<file path="config.mk">
export PLATFORM = sky130hd
export DESIGN_NAME = wam_round_ctrl
export DESIGN_NICKNAME = d
export VERILOG_FILES = /design/src/rtl/wam_round_ctrl.sv
export SDC_FILE = /design/constraint.sdc
export NUM_CORES = 1
export LEC_CHECK = 0
export ABC_AREA = 1
export BUFFER_PORTS_ARGS = -buffer_cell sky130_fd_sc_hd__buf_2
export CAP_MARGIN = 15
export CORE_MARGIN = 1.5
export CORE_UTILIZATION = 30
export CTS_BUF_LIST = sky130_fd_sc_hd__clkbuf_16
export DETAILED_ROUTE_END_ITERATION = 7
export HOLD_SLACK_MARGIN = 0.1
export PLACE_DENSITY = 0.47
export SLEW_MARGIN = 20
export SYNTH_ARGS = -nofsm -noshare
export SYNTH_HDL_FRONTEND = slang
export SYNTH_SLANG_ARGS = --single-unit
</file>
<file path="constraint.sdc">
create_clock -name clk -period 1.7 [get_ports clk]
set_clock_uncertainty 0.1 [all_clocks]
set_input_delay 0.255 -clock clk [delete_from_list [all_inputs] [get_ports clk]]
set_output_delay 0.255 -clock clk [all_outputs]
set_load 0.01 [all_outputs]
</file>
<file path="src/rtl/wam_round_ctrl.sv">
// Whack-a-mole round controller: synchronises the player controls, sequences
// the round (IDLE/ARM/PLAY/PAUSED/OVER) and counts down the round seconds.
module wam_round_ctrl #(
    parameter int unsigned CLK_HZ    = 50000000,
    parameter int unsigned ROUND_SEC = 30
) (
    input  logic       clk,
    input  logic       clr,
    input  logic       btn_start,
    input  logic       btn_pause,
    input  logic [1:0] sw_diff,
    output logic       start,
    output logic       pause,
    output logic [3:0] difficulty,
    output logic [7:0] time_left,
    output logic       game_over
);

    localparam int unsigned TICK_W = (CLK_HZ > 1) ? $clog2(CLK_HZ) : 1;
    localparam logic [TICK_W-1:0] TICK_MAX  = TICK_W'(CLK_HZ - 1);
    localparam logic [7:0]        ROUND_LEN = 8'(ROUND_SEC);

    typedef enum logic [2:0] {
        IDLE   = 3'd0,
        ARM    = 3'd1,
        PLAY   = 3'd2,
        PAUSED = 3'd3,
        OVER   = 3'd4
    } state_t;

    state_t state, state_n;

    logic              start_s1, start_s2, start_prev, start_edge_q;
    logic              pause_s1, pause_s2, pause_prev, pause_edge_q;
    logic [1:0]        diff_s1, diff_s2;
    logic [TICK_W-1:0] tick, tick_n;
    logic [7:0]        time_left_n;
    logic [3:0]        difficulty_n;
    logic              expire;

    // Two-flop synchronisers plus registered rising-edge detect on the buttons
    always_ff @(posedge clk or posedge clr) begin
        if (clr) begin
            start_s1     <= 1'b0;
            start_s2     <= 1'b0;
            start_prev   <= 1'b0;
            start_edge_q <= 1'b0;
            pause_s1     <= 1'b0;
            pause_s2     <= 1'b0;
            pause_prev   <= 1'b0;
            pause_edge_q <= 1'b0;
            diff_s1      <= 2'b00;
            diff_s2      <= 2'b00;
        end else begin
            start_s1     <= btn_start;
            start_s2     <= start_s1;
            start_prev   <= start_s2;
            start_edge_q <= start_s2 & ~start_prev;
            pause_s1     <= btn_pause;
            pause_s2     <= pause_s1;
            pause_prev   <= pause_s2;
            pause_edge_q <= pause_s2 & ~pause_prev;
            diff_s1      <= sw_diff;
            diff_s2      <= diff_s1;
        end
    end

    // State, timer and registered outputs (outputs follow the next state)
    always_ff @(posedge clk or posedge clr) begin
        if (clr) begin
            state      <= IDLE;
            tick       <= '0;
            time_left  <= 8'd0;
            difficulty <= 4'b0001;
            start      <= 1'b0;
            pause      <= 1'b1;
            game_over  <= 1'b0;
        end else begin
            state      <= state_n;
            tick       <= tick_n;
            time_left  <= time_left_n;
            difficulty <= difficulty_n;
            start      <= (state_n == ARM);
            pause      <= (state_n == IDLE) || (state_n == PAUSED) || (state_n == OVER);
            game_over  <= (state_n == OVER);
        end
    end

    // Next-state and timer update; start edge overrides everything
    always_comb begin
        state_n      = state;
        tick_n       = tick;
        time_left_n  = time_left;
        difficulty_n = difficulty;
        expire       = 1'b0;

        if (start_edge_q) begin
            state_n      = ARM;
            tick_n       = '0;
            time_left_n  = ROUND_LEN;
            difficulty_n = 4'b0001 << diff_s2;
        end else begin
            case (state)
                ARM: state_n = PLAY;
                PLAY: begin
                    if (tick == TICK_MAX) begin
                        tick_n = '0;
                        if (time_left != 8'd0) begin
                            time_left_n = time_left - 8'd1;
                        end
                        expire = (time_left <= 8'd1);
                    end else begin
                        tick_n = tick + TICK_W'(1);
                    end
                    // Expiry beats a coincident pause edge
                    if (expire) begin
                        state_n = OVER;
                    end else if (pause_edge_q) begin
                        state_n = PAUSED;
                    end
                end
                PAUSED: begin
                    if (pause_edge_q) begin
                        state_n = PLAY;
                    end
                end
                IDLE:    state_n = IDLE;
                OVER:    state_n = OVER;
                default: state_n = IDLE;
            endcase
        end
    end

endmodule

</file>
* After elaboration in Yosys (flattened, before gate mapping)
Index checks and enable logic that the tools add are counted.
** Storage, ports and cells
- Bits in registers :: 56
- Input port bits :: 6
- Output and inout port bits :: 15
** Operators by class
- Add/subtract/negate cells :: 2
- Magnitude comparators :: 1
- Equality and inequality tests :: 8
- Shift operators :: 1
- Mux-type cells :: 15
- Bitwise gates (word level) :: 4
- Reductions and logical operators :: 8
** Operators by type and width (count)
- two-way mux 26 bit :: 3
- two-way mux 8 bit :: 4
- adder 26 x 1 -> 26 bit, second input constant :: 1
- == test 26 bit, second input constant :: 1
- two-way mux 3 bit :: 4
- case mux 3 bit (4 select lines) :: 1
- == test 3 x 2 -> 1 bit, second input constant :: 3
- <= comparator 8 x 1 -> 1 bit, second input constant :: 1
- nonzero test 8 bit :: 1
- subtractor 8 x 1 -> 8 bit, second input constant :: 1
- == test 3 x 1 -> 1 bit, second input constant :: 2
- == test 3 bit, second input constant :: 2
- nonzero test 2 bit :: 3
- << shifter 1 x 2 -> 4 bit, first input constant :: 1
- logical NOT 3 bit :: 1
- two-way mux 1 bit :: 3
- AND reduction 3 bit :: 1
- AND 1 bit :: 2
- logical OR 1 bit :: 2
- inverter 1 bit :: 2

* Longest topological paths before layout
- Word-level depth :: 10
- Depth in mapped cells :: 11
- Gate-level depth less buffers :: 11

* Worst setup path after synthesis
No wires, ideal clock.
- Kind :: reg2reg
- Start point :: register time_left[0]
- End point :: register time_left[1]
- Data arrival time :: 1.536 ns
- Required time :: 1.481 ns
- Slack :: -0.056 ns
- Stages on the path, launching flop included :: 10
- Buffers on the path :: 1
- Clock period less this slack :: 1.756 ns
- Path through :: dfrtp_1 inv_1 ha_1 nand2_1 nor2_1 o21ai_0 nand2_2 buf_6 nand2_1 o21ai_2
** On the way
- Word-level cells in the longest chain between the ends :: 5
- Elaborated cells between the ends (all ways) :: 8
- Those cells by class :: add/sub (1); mux (4); reduce/logical (3)
** RTL lines
- start: declaration :: line 15 : output logic [7:0] time_left,
- start signal: assignment :: line 81 : time_left <= time_left_n;
- subtractor 8 x 1 -> 8 bit :: line 109 : time_left_n = time_left - 8'd1;
- two-way mux 8 bit :: line 108 : if (time_left != 8'd0) begin
- two-way mux 8 bit :: line 106 : if (tick == TICK_MAX) begin
- two-way mux 8 bit :: line 103 : case (state)
- two-way mux 8 bit :: line 97 : if (start_edge_q) begin
Several ways; a longest one is shown, not always the timed one. The select of a mux whose other input is x is not followed.
A chain may end at the register's enable or synchronous reset.

* Worst setup path in the final report
- Start point :: register tick[1]
- End point :: register tick[18]
** On the way
- Word-level cells in the longest chain between the ends :: 4
- Elaborated cells between the ends (all ways) :: 5
- Those cells by class :: add/sub (1); eq/ne (1); mux (3)
** RTL lines
- start: declaration :: line 36 : logic [TICK_W-1:0] tick, tick_n;
- start signal: assignment :: line 80 : tick <= tick_n;
- adder 26 x 1 -> 26 bit / == test 26 bit (equally long branches) :: line 113, 106
- two-way mux 26 bit (*) :: line 106
- two-way mux 26 bit (*) :: line 103
- two-way mux 26 bit (*) :: line 97
Mark *: on every way between the ends. The rest lies on a longest branch, timed or not. The select of a mux whose other input is x is not followed.

==> flow_metrics.py <==
metrics = {
    "synth": {
        "yosysUniqueCellTypes": 37,
        "yosys.area.top_type": "dfrtp_1",
        "syn-num-nets": 339,
        "netlist_instances": 330,
        "synth_top_area_share_pct": 48.5,
        "synth-seq-cells": 56,
        "ys_seq_area_share_pct": 50.4,
        "yosysWarningCount": 0,
        "synth_top_cells_by_area": "dfrtp_1 49%, nand2_1 9.2%, nor2_1 5.9%, inv_1 5.0%, nand3_1 3.1%",
        "syn-cell-area_sq_um": 2790,
        "synth_area_per_cell_sq_um": 8.44,
    },
    "timing": {
        "drv_slew": 0,
        "slew_headroom_pct": 70.9,
        "timing.fmax_ghz": 0.594,
        "tightest_slew_ns": 0.433,
        "rsz0062_at_grt": "yes",
        "setup_violations": 0,
        "hold_viol": 0,
        "fin_ws_ns": 0.0160,
        "post-route-period-util_pct": 99.1,
        "fin_crit_ns": 1.68,
    },
    "setup_path": {
        "r2r-end": "tick[18]",
        "cp.required_ns": 1.78,
        "critical_path.endpoint": "tick[18]",
        "crit_path_end_kind": "flip-flop",
        "cp_data_arrival_time_ns": 1.77,
        "crit_slowest_cell": "dfrtp_1",
        "crit_start": "tick[1]",
        "worstRegToRegCells": 10,
        "crit_path_cell_trace": "ha_2, nand3_4, nor2_4, nand2_2, inv_2, nand2_2, nand2_4, nand2_4, buf_6, o211a_1",
        "slowest_delay_ns": 0.36,
        "cp-start-kind": "flip-flop",
        "r2r_slack_ns": 0.02,
        "critPathKind": "reg2reg",
        "crit_path_max_fanout": 6,
        "reg2reg_from": "tick[1]",
    },
    "power_and_ir_drop": {
        "p_total_uw": 3750,
        "p_leak_uw": 0.00179,
        "ir_drop_mv": 0.609,
        "p_seq_share_pct": 43.5,
        "sw_frac_of_total_pct": 32.6,
        "switchingPower_uw": 1220,
        "comb_power_share_pct": 27.6,
        "internal_power_uw": 2530,
        "p_per_area_nw_per_um2": 991,
        "clkPwrFrac_pct": 28.8,
    },
    "floorplan": {
        "rows": 34,
        "initial_core_util_pct": 31.5,
        "die_area_sq_um": 9870,
        "io_pins": 21,
        "core_area_sq_um": 8850,
        "die_w_um": 99.4,
        "chipHeight_um": 99.4,
    },
    "global_route": {
        "grt_usage_pct": 13.7,
        "grt_pass1_vias": 2337,
        "grt_max_degree": 38,
        "grt-ovfl-total": 0,
        "grt_pass1_wl_um": 10800,
        "antenna_found_initial": 0,
    },
    "cells_and_area": {
        "antenna_cells": 0,
        "stdcell_count": 513,
        "fin_nets": 413,
        "final_common_cell": "dfrtp_1",
        "area_growth_pct": 35.8,
        "mostFrequentLayoutCells": "52 x dfrtp_1, 51 x nand2_1, 42 x buf_4, 39 x nor2_1, 30 x inv_1",
        "drive_gt1_share_pct": 38.3,
    },
    "cts": {
        "clockBufferDepth": 2,
        "cts_sinks": 56,
        "cts.htree.levels": 2,
        "cts_buffers": 5,
        "clk_latency_ns": 0.29,
        "cts.clk_slew.worst_paths_ns": 0.08,
        "clockRootBuffer": "clkbuf_16",
        "cts_tree": "done",
    },
    "placement": {
        "dp.cells": 494,
        "gp_congestion": 0.871,
        "place_ws_ns": -0.00894,
        "io_buffers": 20,
        "dp_hpwl_um": 4630,
    },
    "route": {
        "post-route-drc-count": 0,
        "wl_um": 6420,
        "vias": 2361,
        "wire_per_inst_um": 12.5,
        "firstDrtPassIters": 4,
        "viasPerCell": 4.60,
        "drt_first_iter_violations": 129,
        "drtAntennaViolNets": 0,
    },
    "worst_hold_path": {
        "holdCritPathClass": "reg2reg",
    },
    "run_status": {
        "status": "finished clean",
    },
    "flow_run": {
        "cap_violations": 0,
    },
}
-- per-layer routing --
layer  vias to the layer above  global-route usage (%)  routed length [um]
met5                         -                       0                   0
met4                         0                    3.47                  61
met3                         4                    2.88                 124
met2                        20                    21.8                3090
met1                      1127                    19.0                3140
li1                       1210                       -                   -
-- sequential cells by signal, summed over array words and instances (netlist names) --
register      flops
pause_s1          1
pause_edge_q      1
game_over         1
pause_prev        1
time_left         8
diff_s1           2
tick             26
pause_s2          1
start_s1          1
start             1
difficulty        4
start_edge_q      1
start_s2          1
state             3
diff_s2           2
pause             1
start_prev        1
-- cells by family (layout without fill, tap and decap cells) --
kind of cell	Yosys count	after routing	synth area share, %
AND/OR/NAND/NOR	178	178	30.0
XOR/XNOR	10	10	3.14
flip-flops	56	56	50.4
buffers and inverters	47	122	7.32
AO/OA/AOI/OAI	36	36	7.77
adder cells (fa/ha/maj)	3	3	1.35
-- how the worst min path moves through the flow --
| stage | slack [ns] | end | depth (start not counted) | startpoint |
|---|---|---|---|---|
| global placement | 0.19 | game_over | 2 | clr |
| detailed placement | 0.19 | game_over | 2 | clr |
| finish | 0.25 | start_s2 | 0 | start_s1 |
| CTS | 0.26 | start_s2 | 0 | start_s1 |
| global route | 0.27 | pause_s2 | 0 | pause_s1 |
| floorplan | 0.19 | diff_s1[0] | 0 | sw_diff[0] |
-- per-stage QoR --
| stage | utilization, % | cell area [sq um] | setup TNS (ns) | hold slack [ns] |
|---|---|---|---|---|
| 2_1_floorplan | - | 2790 | 0 | 0.186 |
| 3_3_place_gp | 37.4 | 3310 | 0 | 0.192 |
| 3_5_place_dp | 37.4 | 3310 | -0.0197 | 0.194 |
| 4_1_cts | 40.2 | 3550 | -0.0120 | 0.255 |
| 5_1_grt | 42.8 | 3780 | -1.66 | 0.269 |
| 6_report | 42.8 | 3780 | 0 | 0.253 |
-- critical path: cells and delay by family, from the launching register on --
kind	cells	cell delay, ns
simple gates	6	0.56
flops	1	0.36
fa+ha+maj	1	0.22
buf+inv	2	0.22
compound gates	1	0.12
-- synthesized netlist by cell type --
cell,n
buf_2,1
o21ai_2,5
inv_1,37
nor3_2,2
xor2_1,5
nand2_4,1
nand4_1,11
a21o_1,1
xnor2_1,5
and3_1,1
nor3_1,12
nor4_1,3
a21oi_1,8
o21bai_1,2
nand2_2,7
buf_6,3
nor2_2,4
nor3_4,1
dfstp_2,2
nand3_1,17
inv_2,3
or2_2,3
nand2_1,68
dfrtp_1,54
o21ai_0,13
ha_1,3
buf_4,1
a211oi_1,1
o211a_1,1
clkbuf_1,2
nand3_2,1
nand4_2,1
a31oi_1,2
nor2_1,44
nor2_4,1
nor3b_1,1
o21ai_1,3
-- power groups by stage --
stage	sequential [uW]	combinational (uW)	clock (uW)
floorplan	1690	504	0
global placement	1640	922	0
detailed placement	1640	925	0
CTS	1620	946	1120
global route	1660	1170	1180
finish	1630	1040	1080
-- timing repair --
action,4_1_cts,5_1_grt
hold endpoints to repair,21,0
buffers inserted,4,2
resized for setup,4,68
hold buffers,5,0
setup endpoints to repair,15,39
pin swaps,0,18
-- area by class of cell --
cell class | instances | area [sq um]
clock buffer | 5 | 125
clock inverter | 3 | 28.8
fill | 893 | 5060
inverter | 40 | 161
multi-input combinational | 227 | 1370
sequential | 56 | 1410
tap | 108 | 135
timing repair buffer | 74 | 553
Note: power is estimated with default switching activity, not from simulation.
